==> src/rtl/usb_tx_sequencer.sv <==
// USB full-speed transmit sequencer: SYNC, LSB-first payload with NRZI and bit stuffing, then EOP.
// Line updates happen only on bit_strobe; the bit timer is held in reset while idle.
module usb_tx_sequencer #(
    parameter logic [7:0] SYNC_PATTERN = 8'h80,
    parameter int         STUFF_LEN    = 6,
    parameter int         EOP_SE0_BITS = 2
) (
    input  logic       clk,
    input  logic       rst,
    input  logic       bit_strobe,
    output logic       timer_rst_n,
    input  logic [7:0] tx_data,
    input  logic       tx_valid,
    input  logic       tx_last,
    output logic       tx_ready,
    output logic       d_plus,
    output logic       d_minus,
    output logic       busy,
    output logic       done,
    output logic       underrun
);

    typedef enum logic [2:0] {
        IDLE,
        SYNC,
        DATA,
        STUFF,
        EOP_SE0,
        EOP_J
    } state_t;

    localparam logic [2:0] STUFF_MAX = 3'(STUFF_LEN);
    localparam logic [2:0] SE0_LAST  = 3'(EOP_SE0_BITS - 1);

    state_t     state, state_n;
    logic [7:0] hold, hold_n;
    logic       hold_full, hold_full_n;
    logic       last_taken, last_taken_n;
    logic [7:0] shift_reg, shift_n;
    logic [2:0] bit_cnt, bit_cnt_n;
    logic [2:0] ones_cnt, ones_n;
    logic       end_pending, end_pending_n;
    logic       d_plus_n, d_minus_n;
    logic       tx_ready_n, busy_n, done_n, underrun_n, timer_rst_n_n;
    logic       accept;
    logic       cur_bit;

    assign accept = tx_valid && tx_ready;

    always_ff @(posedge clk or negedge rst) begin
        if (!rst) begin
            state       <= IDLE;
            hold        <= 8'h00;
            hold_full   <= 1'b0;
            last_taken  <= 1'b0;
            shift_reg   <= 8'h00;
            bit_cnt     <= 3'd0;
            ones_cnt    <= 3'd0;
            end_pending <= 1'b0;
            d_plus      <= 1'b1;
            d_minus     <= 1'b0;
            tx_ready    <= 1'b1;
            busy        <= 1'b0;
            done        <= 1'b0;
            underrun    <= 1'b0;
            timer_rst_n <= 1'b0;
        end else begin
            state       <= state_n;
            hold        <= hold_n;
            hold_full   <= hold_full_n;
            last_taken  <= last_taken_n;
            shift_reg   <= shift_n;
            bit_cnt     <= bit_cnt_n;
            ones_cnt    <= ones_n;
            end_pending <= end_pending_n;
            d_plus      <= d_plus_n;
            d_minus     <= d_minus_n;
            tx_ready    <= tx_ready_n;
            busy        <= busy_n;
            done        <= done_n;
            underrun    <= underrun_n;
            timer_rst_n <= timer_rst_n_n;
        end
    end

    always_comb begin
        state_n       = state;
        hold_n        = hold;
        hold_full_n   = hold_full;
        last_taken_n  = last_taken;
        shift_n       = shift_reg;
        bit_cnt_n     = bit_cnt;
        ones_n        = ones_cnt;
        end_pending_n = end_pending;
        d_plus_n      = d_plus;
        d_minus_n     = d_minus;
        done_n        = 1'b0;
        underrun_n    = 1'b0;
        cur_bit       = 1'b0;

        if (accept) begin
            hold_n      = tx_data;
            hold_full_n = 1'b1;
            if (tx_last) begin
                last_taken_n = 1'b1;
            end
        end

        case (state)
            IDLE: begin
                if (accept) begin
                    state_n       = SYNC;
                    bit_cnt_n     = 3'd0;
                    ones_n        = 3'd0;
                    end_pending_n = 1'b0;
                end
            end
            SYNC, DATA: begin
                if (bit_strobe) begin
                    cur_bit = (state == SYNC) ? SYNC_PATTERN[bit_cnt] : shift_reg[0];
                    if (!cur_bit) begin
                        d_plus_n  = ~d_plus;
                        d_minus_n = ~d_minus;
                    end
                    ones_n    = cur_bit ? ones_cnt + 3'd1 : 3'd0;
                    shift_n   = {1'b0, shift_reg[7:1]};
                    bit_cnt_n = bit_cnt + 3'd1;
                    // Byte boundary: refill from hold, bypass a same-cycle byte, or finish.
                    if (bit_cnt == 3'd7) begin
                        if (hold_full) begin
                            shift_n     = hold;
                            hold_full_n = 1'b0;
                            state_n     = DATA;
                        end else if (accept) begin
                            shift_n     = tx_data;
                            hold_full_n = 1'b0;
                            state_n     = DATA;
                        end else if (last_taken) begin
                            end_pending_n = 1'b1;
                            state_n       = EOP_SE0;
                        end else begin
                            underrun_n = 1'b1;
                            state_n    = EOP_SE0;
                        end
                    end
                    if (ones_n == STUFF_MAX && !underrun_n) begin
                        state_n = STUFF;
                    end
                end
            end
            STUFF: begin
                if (bit_strobe) begin
                    d_plus_n  = ~d_plus;
                    d_minus_n = ~d_minus;
                    ones_n    = 3'd0;
                    state_n   = end_pending ? EOP_SE0 : DATA;
                end
            end
            EOP_SE0: begin
                if (bit_strobe) begin
                    d_plus_n  = 1'b0;
                    d_minus_n = 1'b0;
                    if (bit_cnt == SE0_LAST) begin
                        bit_cnt_n = 3'd0;
                        state_n   = EOP_J;
                    end else begin
                        bit_cnt_n = bit_cnt + 3'd1;
                    end
                end
            end
            EOP_J: begin
                if (bit_strobe) begin
                    d_plus_n      = 1'b1;
                    d_minus_n     = 1'b0;
                    state_n       = IDLE;
                    done_n        = 1'b1;
                    last_taken_n  = 1'b0;
                    end_pending_n = 1'b0;
                    hold_full_n   = 1'b0;
                end
            end
            default: begin
                state_n = IDLE;
            end
        endcase

        busy_n        = (state_n != IDLE);
        timer_rst_n_n = (state_n != IDLE);
        tx_ready_n    = !hold_full_n && !last_taken_n &&
                        (state_n inside {IDLE, SYNC, DATA, STUFF});
    end

endmodule

==> config.mk <==
export PLATFORM = sky130hd
export DESIGN_NAME = usb_tx_sequencer
export DESIGN_NICKNAME = d
export VERILOG_FILES = /design/src/rtl/usb_tx_sequencer.sv
export SDC_FILE = /design/constraint.sdc
export NUM_CORES = 1
export LEC_CHECK = 0
export CAP_MARGIN = 30
export CORE_MARGIN = 2
export CORE_UTILIZATION = 50
export DETAILED_ROUTE_END_ITERATION = 16
export PLACE_DENSITY = 0.81
export RECOVER_POWER = 100
export SLEW_MARGIN = 10
export SYNTH_ARGS = -nofsm -noshare
export SYNTH_HDL_FRONTEND = slang
export SYNTH_SLANG_ARGS = --single-unit
==> constraint.sdc <==
create_clock -name clk -period 2.4 [get_ports clk]
set_clock_uncertainty 0.1 [all_clocks]
set_input_delay 0.24 -clock clk [delete_from_list [all_inputs] [get_ports clk]]
set_output_delay 0.24 -clock clk [all_outputs]
set_load 0.005 [all_outputs]
==> qor.csv, run 1 <==
metric;value;unit
Root Buffer;clkbuf_8;
core area;0.00363;mm2
RSZ-0062 raised after global routing;no;
via count;1631;
Clk network pwr share;17.8;%
Avg WL per Cell;14.5;um
Synth Area in Simple Gates;22.1;%
Worst path max stage delay;0.42;ns
distinct cell type count of the synthesized netlist;45;
vias in the first global route;1552;
post-CTS sizing;0;
ANT nets after route;0;
Yosys reg bits;34;
worst-margin pin slew;0.823;ns
FF-to-FF path depth;6;
setup_tns;0;ns
largest family of logic cells by synthesized area;simple AND/OR/NAND/NOR gates;
compound-gate portion of the synthesized area;21.2;%
CTS tree;done;
Buf/Inv on CP;0;
sequential share of power;38.1;%
CP dominant cell by count;ha_1;
Initial Util;51.2;%
nature of the critical path startpoint;flip-flop;
period utilization;89.7;%
CTS Hold Buffers Added;0;
Rel. slew slack;45.1;%
crit path capture type;flip-flop;
layout cell share with drive strength beyond 1;10.1;%
antenna cells;0;
power per cell area;1130;mW/mm2
worst hold path type;reg -> reg;
overall routed net length;4.13;mm
Hold Crit Start;hold[5]$_DFFE_PN0P_;
FFs w/ async S/R, synth;100;%
clock latency on the worst-skew pair;0.30;ns
layout net count;254;
DR DRC count;0;
Slowest-stage cell, CP;dfrtp_1;
Fillers;315;
worst vdd ir;0.000520;V
adder-cell share of the synthesized area;2.69;%
Cell Rows;22;
setup slack at placement;0.281;ns
hpwl dp;2.83;mm
post-route setup slack;0.248;ns
All-Layer GR Usage;22.4;%
Tmin final;2.15;ns
Die ar.;0.00423;mm2
Die Height;65.0;um
syn avg cell area;8.78;um2
TritonCTS buffer count;5;
crit path kind;reg -> reg;
Die Wd;65.0;um
CP required;2.48;ns
Clock Tree Buf Depth;2;
ys flop type;dfrtp_1;
synthesized cell area;0.00186;mm2
Syn Inst Count;212;
Post-CTS Setup Inserts;0;
Area Growth Syn to Fin;19.8;%
Synthesized Nets;229;
sequential fraction of the synthesis area;45.8;%
Sink Count;34;
grt ovf;0;
fin. max-slew vios;0;
routability cong.;0.905;
hold-critical path depth;2;
Int Power;1.54;mW
leakage power;1.00;nW
Hold EP;hold[5]$_DFFE_PN0P_;
number of synthesized flops with an enable pin;0;
H-tree depth;2;
Crit Reg-Reg Startpoint;bit_cnt[0]$_DFFE_PN0P_;
CP Data Arrival Time;2.23;ns
status;complete, no violations;
Synth Area in XOR/XNOR;0.941;%
Top Ports;20;
pin count of the biggest net entering global routing;35;
Comb power frac;44.1;%
CP Cell Sequence;ha_1 > ha_1 > mux2i_1 > a311oi_1 > o311a_1 > or3_1;
mux cell area share after synthesis;2.42;%
# setup viols final;0;
f_max;465;MHz
CP delay by family, top;compound AO/OA/AOI/OAI gates;
Worst R2R End;busy$_DFF_PN0_;
Max-cap violations;0;
initial antenna violation count;0;
clock slew at reported path FFs;0.07;ns
Final Hold Fails;0;
Switching Fraction;39.0;%
Iteration-0 DRC Markers;173;
flop2flop setup slack;0.25;ns
crit-path max FO;4;
PortBufs;19;
drt pass-1 iters;4;
first-pass GRT wire length;7.20;mm
Vias/cell;5.70;
Synth Warn #;0;
Sw Pwr;984;uW
-- logic make-up (layout without fill, tap and decap cells) --
family                     count (synthesis)  in the layout
DFF                                       34             34
and+or+nand+nor                           91             91
adders and majority gates                  4              4
muxes                                      4              4
xor gates and xnor gates                   2              2
buffers and inverters                     20             46
AOI/OAI and AO/OA                         57             57
-- worst max-delay path by stage --
| stage | startpoint | to | slack (ns) | cells after the start |
|---|---|---|---|---|
| final | bit_cnt[0]$_DFFE_PN0P_ | busy$_DFF_PN0_ | 0.25 | 6 |
| after global placement | tx_valid | busy$_DFF_PN0_ | 0.34 | 6 |
| after global routing | bit_cnt[0]$_DFFE_PN0P_ | busy$_DFF_PN0_ | 0.12 | 6 |
| after detailed placement | tx_valid | busy$_DFF_PN0_ | 0.28 | 6 |
| after floorplan | bit_cnt[0]$_DFFE_PN0P_ | busy$_DFF_PN0_ | 0.24 | 7 |
| after CTS | bit_cnt[0]$_DFFE_PN0P_ | busy$_DFF_PN0_ | 0.27 | 6 |
-- synthesized netlist by cell type, types with 3 or more instances --
master | n | area [um2]
nand2_1 | 49 | 184
dfrtp_1 | 32 | 801
nor2_1 | 16 | 60.1
clkbuf_1 | 9 | 33.8
o21ai_0 | 9 | 45.0
a21oi_1 | 8 | 40.0
o22a_1 | 8 | 70.1
o31ai_1 | 8 | 60.1
o22ai_1 | 7 | 43.8
inv_1 | 6 | 22.5
nor3_1 | 5 | 25.0
ha_1 | 4 | 50.1
nor2b_1 | 4 | 25.0
nand2b_1 | 3 | 18.8
nand3_1 | 3 | 15.0
-- power groups by stage --
stage | Clock, mW | Sequential (mW) | Combinational, mW
final | 0.448 | 0.962 | 1.11
after global routing | 0.477 | 0.998 | 1.25
after CTS | 0.454 | 0.970 | 1.14
after detailed placement | 0 | 0.978 | 1.13
after global placement | 0 | 0.971 | 1.10
after floorplan | 0 | 0.921 | 0.826
-- metrics by stage --
stage | hold WS [ns] | utilization [%] | cells | power (mW) | cell area, um2
floorplan | -0.156 | - | 212 | 1.75 | 1860
global placement | 0.357 | 59.0 | 278 | 2.07 | 2140
detailed placement | 0.366 | 59.0 | 278 | 2.10 | 2140
CTS | 0.247 | 61.6 | 286 | 2.56 | 2240
global route | 0.407 | 61.4 | 286 | 2.72 | 2230
finish | 0.377 | 61.4 | 286 | 2.52 | 2230
-- routing by layer --
metal	up-vias	share of wire, %	GRT usage [%]
li1	800	-	-
met1	769	47	29.1
met2	54	46	34.8
met3	8	4.5	4.69
met4	0	2.7	12.8
met5	-	0	0
-- layout make-up --
| class | count | area [um2] | area share [%] |
|---|---|---|---|
| multi-input combinational | 158 | 916 | 41.1 |
| clock inverter | 2 | 12.5 | 0.561 |
| clock buffer | 6 | 82.6 | 3.70 |
| timing repair buffer | 32 | 283 | 12.7 |
| tap | 48 | 60.1 | 2.69 |
| inverter | 6 | 22.5 | 1.01 |
| sequential | 34 | 853 | 38.3 |
-- placed cells by master (no fill, tap or decap), drive strengths merged, types with 2 or more instances in the layout --
cell type      instances
dlygate4sd3            7
and3                   2
a21oi                  8
clkbuf                 8
o21ai                 11
o31ai                  8
nor3                   5
clkdlybuf4s50         12
dfstp                  2
xor2                   2
nand3b                 2
nor2                  17
dfrtp                 32
ha                     4
nand3                  3
o22ai                  7
buf                   11
o32ai                  2
nor2b                  4
nand2                 49
nand2b                 3
a22oi                  2
inv                    6
and2                   2
mux2i                  3
or3                    2
o22a                   8
-- worst min-delay path, delay by kind of cell (launching register included) --
family / cells / cell delay [ns]
flip-flops: 1 / 0.34
AND/OR/NAND/NOR: 2 / 0.11
Note: power is estimated with default switching activity, not from simulation.
==> inputs of run 2 (changes only) <==
--- a/config.mk
+++ b/config.mk
@@ -5,6 +5,7 @@
 export SDC_FILE = /design/constraint.sdc
 export NUM_CORES = 1
 export LEC_CHECK = 0
+export ABC_AREA = 1
 export CAP_MARGIN = 30
 export CORE_MARGIN = 2
 export CORE_UTILIZATION = 50
==> run 2 against run 1 <==
Effect of this change:
- global-route usage down 2.8 points
- first-iteration DRC count fell by 43%
- the flow now finishes with violations (capacitance limit, slew limit)
- hold slack better by 0.0059 ns
- highest routed layer unchanged
- sequential share of layout area is 1.8 points higher
- largest cell class is now flip-flops and latches
- clock power decreased by 5.6%
- synthesized area decreased by 0.94%
- die area fell by 0.87%
- count of clock-buffer cells in the layout rose by 1
==> qor.csv, run 2 <==
metric;value;unit
H-tree depth;2;
Reg area;853;um2
CP delay by family, top;simple AND/OR/NAND/NOR gates;
Max-cap violations;1;
routability cong.;0.998;
Rel. slew slack;-17.9;%
non-filler instance count after layout;302;
drt pass-1 iters;4;
count leader, synth;nand2_1;
TritonCTS buffer count;5;
DR DRC count;0;
Die Wd;64.7;um
layout net count;270;
worst vdd ir;0.000576;V
Clock Tree Buf Depth;2;
initial antenna violation count;0;
placed cells;294;
Initial Util;51.1;%
Buf/Inv on CP;3;
ys flop type;dfrtp_1;
setup_tns;0;ns
Top Ports;20;
flop2flop setup slack;0.26;ns
# setup viols final;0;
pin count of the biggest net entering global routing;35;
most frequent cells in the layout;nand2_1 (67), dfrtp_1 (32), inv_1 (27);
grt ovf;0;
Tmin final;2.14;ns
Crit Reg-Reg Startpoint;state[0]$_DFF_PN0_;
Area Growth Syn to Fin;15.5;%
crit path kind;reg -> reg;
CP Cell Sequence;nand2_1 > nand3_4 > inv_4 > nand2_4 > clkinvlp_2 > nor2_4 > nand2_2 > nand3_1 > nand2_1 > nand2_1 > inv_1;
CTS Hold Buffers Added;0;
top-area cell type share of the netlist area;43.4;%
number of synthesized flops with an enable pin;0;
clock slew at reported path FFs;0.07;ns
fin. max-slew vios;35;
post-CTS sizing;0;
Multi-input gate area;800;um2
CTS tree;done;
Worst R2R End;end_pending$_DFFE_PN0P_;
CP Data Arrival Time;2.22;ns
distinct cell type count of the synthesized netlist;34;
Iteration-0 DRC Markers;98;
commonest non-fill, non-tap cell in the layout;nand2_1;
All-Layer GR Usage;19.6;%
ANT nets after route;0;
sequential fraction of the synthesis area;46.3;%
nature of the critical path startpoint;flip-flop;
overall routed net length;3.70;mm
Post-CTS Setup Inserts;0;
CP required;2.48;ns
first-pass GRT wire length;6.29;mm
syn avg cell area;7.92;um2
status;finished, violations left;
area leader, netlist;dfrtp_1;
power per cell area;1080;mW/mm2
Die ar.;0.00419;mm2
PortBufs;19;
hpwl dp;2.76;mm
Yosys reg bits;34;
crit-path max FO;14;
period utilization;89.4;%
core area;0.00361;mm2
Worst path max stage delay;0.53;ns
leakage power;1.07;nW
Die Height;64.7;um
Avg WL per Cell;12.2;um
final core utilization;59.1;%
Slowest-stage cell, CP;dfrtp_1;
f_max;466;MHz
crit path capture type;flip-flop;
hold-critical path depth;2;
FF-to-FF path depth;11;
synthesized cell area;0.00184;mm2
via count;1512;
Commonest cells post-synth;nand2_1 (67), dfrtp_1 (32), inv_1 (26), o21ai_0 (24), nor2_1 (14);
Cell Rows;22;
failing checks;capacitance limit, slew limit;
Hold Crit Start;hold[3]$_DFFE_PN0P_;
Root Buffer;clkbuf_8;
CP dominant cell by count;nand2_1;
Synth Warn #;0;
Vias/cell;5.01;
vias in the first global route;1419;
clock latency on the worst-skew pair;0.28;ns
antenna cells;0;
Fillers;327;
FFs w/ async S/R, synth;100;%
RSZ-0062 raised after global routing;no;
Synthesized Nets;250;
worst hold path type;reg -> reg;
Hold EP;hold[3]$_DFFE_PN0P_;
Synth area leaders;dfrtp_1 (43%), nand2_1 (14%), o21ai_0 (6.5%);
layout cell share with drive strength beyond 1;9.84;%
Final Hold Fails;0;
Sink Count;34;
worst-margin pin slew;1.77;ns
Syn Inst Count;233;
-- run 2: through the flow --
| stage | hold slack, ns | power (mW) | worst slack (ns) | area, um2 |
|---|---|---|---|---|
| after global placement | 0.357 | 1.89 | 0.365 | 2060 |
| after floorplan | -0.156 | 1.66 | 0.715 | 1840 |
| after detailed placement | 0.368 | 1.91 | 0.370 | 2060 |
| after CTS | 0.277 | 2.34 | 0.349 | 2150 |
| final | 0.383 | 2.29 | 0.255 | 2130 |
| after global routing | 0.419 | 2.50 | 0.0629 | 2130 |
-- run 2: layout make-up --
cell class / count / share of cell area (%)
inverters: 34 / 6.17
flip-flops and latches: 34 / 40.1
repair buffers: 20 / 9.11
multi-input cells: 158 / 37.5
clock inverters: 1 / 0.235
well taps: 48 / 2.82
clock buffers: 7 / 4.05
-- run 2: worst max-delay path by stage --
stage                                       from                       to  slack [ns]  cells after the start
after floorplan           bit_cnt[0]$_DFFE_PN0P_           busy$_DFF_PN0_        0.71                     11
after global placement                  tx_valid       tx_ready$_DFF_PN1_        0.37                     11
after detailed placement                tx_valid  ones_cnt[1]$_DFFE_PN0P_        0.37                      7
after CTS                 bit_cnt[0]$_DFFE_PN0P_           busy$_DFF_PN0_        0.35                     11
after global routing                         rst      hold[6]$_DFFE_PN0P_        0.06                      2
final                         state[0]$_DFF_PN0_  end_pending$_DFFE_PN0P_        0.26                     11
-- run 2: cells by family (layout without fill, tap and decap cells) --
family                   count (synthesis)  count (layout)  share of synthesized area, %
flip-flops                              34              34                          46.3
buffers and inverters                   41              62                          9.50
AND/OR/NAND/NOR                        105             105                          25.5
adder cells (fa/ha/maj)                  4               4                          2.71
AO/OA/AOI/OAI                           49              49                          16.0
-- run 2: where the power goes --
part	switching (mW)	leakage [nW]	total (mW)	internal (mW)
clock network	0.192	0.0482	0.423	0.231
registers	0.135	0.426	0.935	0.800
logic	0.582	0.598	0.932	0.349
-- run 2: metal layers --
layer | vias up | share of wire [%] | wire length, um | GRT usage [%]
li1 | 793 | - | - | -
met1 | 671 | 48 | 1790 | 27.8
met2 | 44 | 45 | 1660 | 29.1
met3 | 4 | 5.4 | 201 | 4.34
met4 | 0 | 1.2 | 44 | 7.98
met5 | - | 0 | 0 | 0
-- run 2: worst reg2reg max path, delay by kind of cell (launching register included) --
family                 cells  cell delay, ns
AND/OR/NAND/NOR            8            0.93
flip-flops                 1            0.53
buffers and inverters      3            0.50
==> inputs of run 3 (changes only) <==
--- a/config.mk
+++ b/config.mk
@@ -12,6 +12,7 @@
 export DETAILED_ROUTE_END_ITERATION = 16
 export PLACE_DENSITY = 0.81
 export RECOVER_POWER = 100
+export REMOVE_ABC_BUFFERS = 1
 export SLEW_MARGIN = 10
 export SYNTH_ARGS = -nofsm -noshare
 export SYNTH_HDL_FRONTEND = slang
==> run 3 against run 2 <==
Effect of this change:
- the run now ends clean
- cell count is 0.33% higher
- sequential cell count stayed put
- non-clock buffer count is 1 higher
- combinational power is 1% higher
- register-to-register slack better by 0.07 ns
- final area is 0.35% higher
- critical path depth is 1 higher
- count of clock-buffer cells in the layout is 1 lower
- first-iteration DRC count is 20% higher
- utilization is 0.21 points higher
- total power is 1.2% higher
- clock power is 4% higher
- highest routed layer unchanged
==> qor.csv, run 3 (synthesis results as in run 2) <==
metric;value;unit
antenna cells;0;
Initial Util;51.1;%
setup_tns;0;ns
Rel. slew slack;45.1;%
area post-placement;0.00207;mm2
clock slew at reported path FFs;0.07;ns
CP required;2.53;ns
GR Util met3;4.86;%
Post-CTS Setup Inserts;0;
crit path launch;bit_cnt[0]$_DFFE_PN0P_;
status;complete, no violations;
worst-margin pin slew;0.823;ns
CP Data Arrival Time;2.20;ns
f_max;483;MHz
pin count of the biggest net entering global routing;35;
crit path capture type;flip-flop;
most frequent cells in the layout;nand2_1 (68), dfrtp_1 (32), inv_1 (28);
initial antenna violation count;0;
met2 Track Usage GR;33.6;%
Iteration-0 DRC Markers;118;
nature of the critical path startpoint;flip-flop;
hpwl dp;2.81;mm
FF-to-FF path depth;12;
Die ar.;0.00419;mm2
crit-path max FO;13;
clock latency on the worst-skew pair;0.29;ns
H-tree depth;2;
layout net count;271;
Die Height;64.7;um
crit path kind;reg -> reg;
Avg WL per Cell;12.9;um
Top Ports;20;
All-Layer GR Usage;21.3;%
core area;0.00361;mm2
grt ovf;0;
first-pass GRT wire length;6.73;mm
met1 Resource Use GR;28.5;%
via count;1553;
total power;2.32;mW
crit path to;busy$_DFF_PN0_;
ANT nets after route;0;
RSZ-0062 raised after global routing;no;
Fillers;334;
Sink Count;34;
overall routed net length;3.90;mm
Tmin final;2.07;ns
Crit Reg-Reg Startpoint;bit_cnt[0]$_DFFE_PN0P_;
Vias/cell;5.13;
flop2flop setup slack;0.33;ns
worst hold path type;reg -> reg;
period utilization;86.3;%
DR DRC count;0;
Area Growth Syn to Fin;15.9;%
post-CTS sizing;0;
Cell Rows;22;
Max-cap violations;0;
post-route setup slack;0.328;ns
Die Wd;64.7;um
Worst R2R End;busy$_DFF_PN0_;
leakage power;1.08;nW
commonest non-fill, non-tap cell in the layout;nand2_1;
setup slack at placement;0.397;ns
final core utilization;59.3;%
worst vdd ir;0.000438;V
Root Buffer;clkbuf_8;
TritonCTS buffer count;5;
Final Instance Area;0.00214;mm2
layout cell share with drive strength beyond 1;9.80;%
power per cell area;1080;mW/mm2
routability cong.;0.931;
CTS Hold Buffers Added;0;
# setup viols final;0;
fin. max-slew vios;0;
vias in the first global route;1475;
most used routing layer;met2;
Clock Tree Buf Depth;2;
drt pass-1 iters;4;
Final Hold Fails;0;
CTS tree;done;
PortBufs;19;
run 3: changes by cell type in the layout (fill, tap and decap cells not counted), sizes merged:
cell and delta:
clkdlybuf4s50 -1, dlygate4sd3 +1, inv +1
run 3: worst min path at each step:
stage,from,endpoint,cells after the start
3_5_place_dp,hold[3]$_DFFE_PN0P_,hold[3]$_DFFE_PN0P_,2
2_1_floorplan,rst,bit_cnt[0]$_DFFE_PN0P_,0
3_3_place_gp,hold[5]$_DFFE_PN0P_,hold[5]$_DFFE_PN0P_,2
4_1_cts,rst,hold[1]$_DFFE_PN0P_,2
5_1_grt,tx_data[7],hold[7]$_DFFE_PN0P_,3
6_report,hold[0]$_DFFE_PN0P_,hold[0]$_DFFE_PN0P_,2
run 3: final cells by class:
class | count | area, um2 | area share [%]
clock inverters | 2 | 12.5 | 0.585
clock buffers | 6 | 82.6 | 3.86
flip-flops and latches | 34 | 853 | 39.9
well taps | 48 | 60.1 | 2.81
multi-input cells | 158 | 797 | 37.3
inverters | 34 | 133 | 6.21
repair buffers | 21 | 199 | 9.31
run 3: report_power, final:
group | internal (mW) | total (mW) | switching (mW)
sequential | 0.800 | 0.934 | 0.134
clock | 0.230 | 0.441 | 0.210
combinational | 0.349 | 0.942 | 0.593
total | 1.38 | 2.32 | 0.937
run 3: layer usage:
metal	up-vias	part of all wire [%]
met1	698	46
met3	9	5.1
met2	49	46
li1	797	-
met5	-	0
met4	0	2.0
run 3: worst max-delay path: stages (launching register included):
cell and delay [ns]:
dfrtp_1 0.39, ha_1 0.16, ha_1 0.42, inv_1 0.14, nor2_1 0.18, nand2_1 0.11
nand3_1 0.14, nand2_1 0.06, nand2_1 0.05, nand2_1 0.04, nand2_1 0.11, inv_1 0.05
nand2_1 0.05
run 3: stage by stage:
stage	cells	hold WS (ns)
floorplan	226	-0.156
CTS	303	0.271
global placement	295	0.358
detailed placement	295	0.360
finish	303	0.378
global route	303	0.413
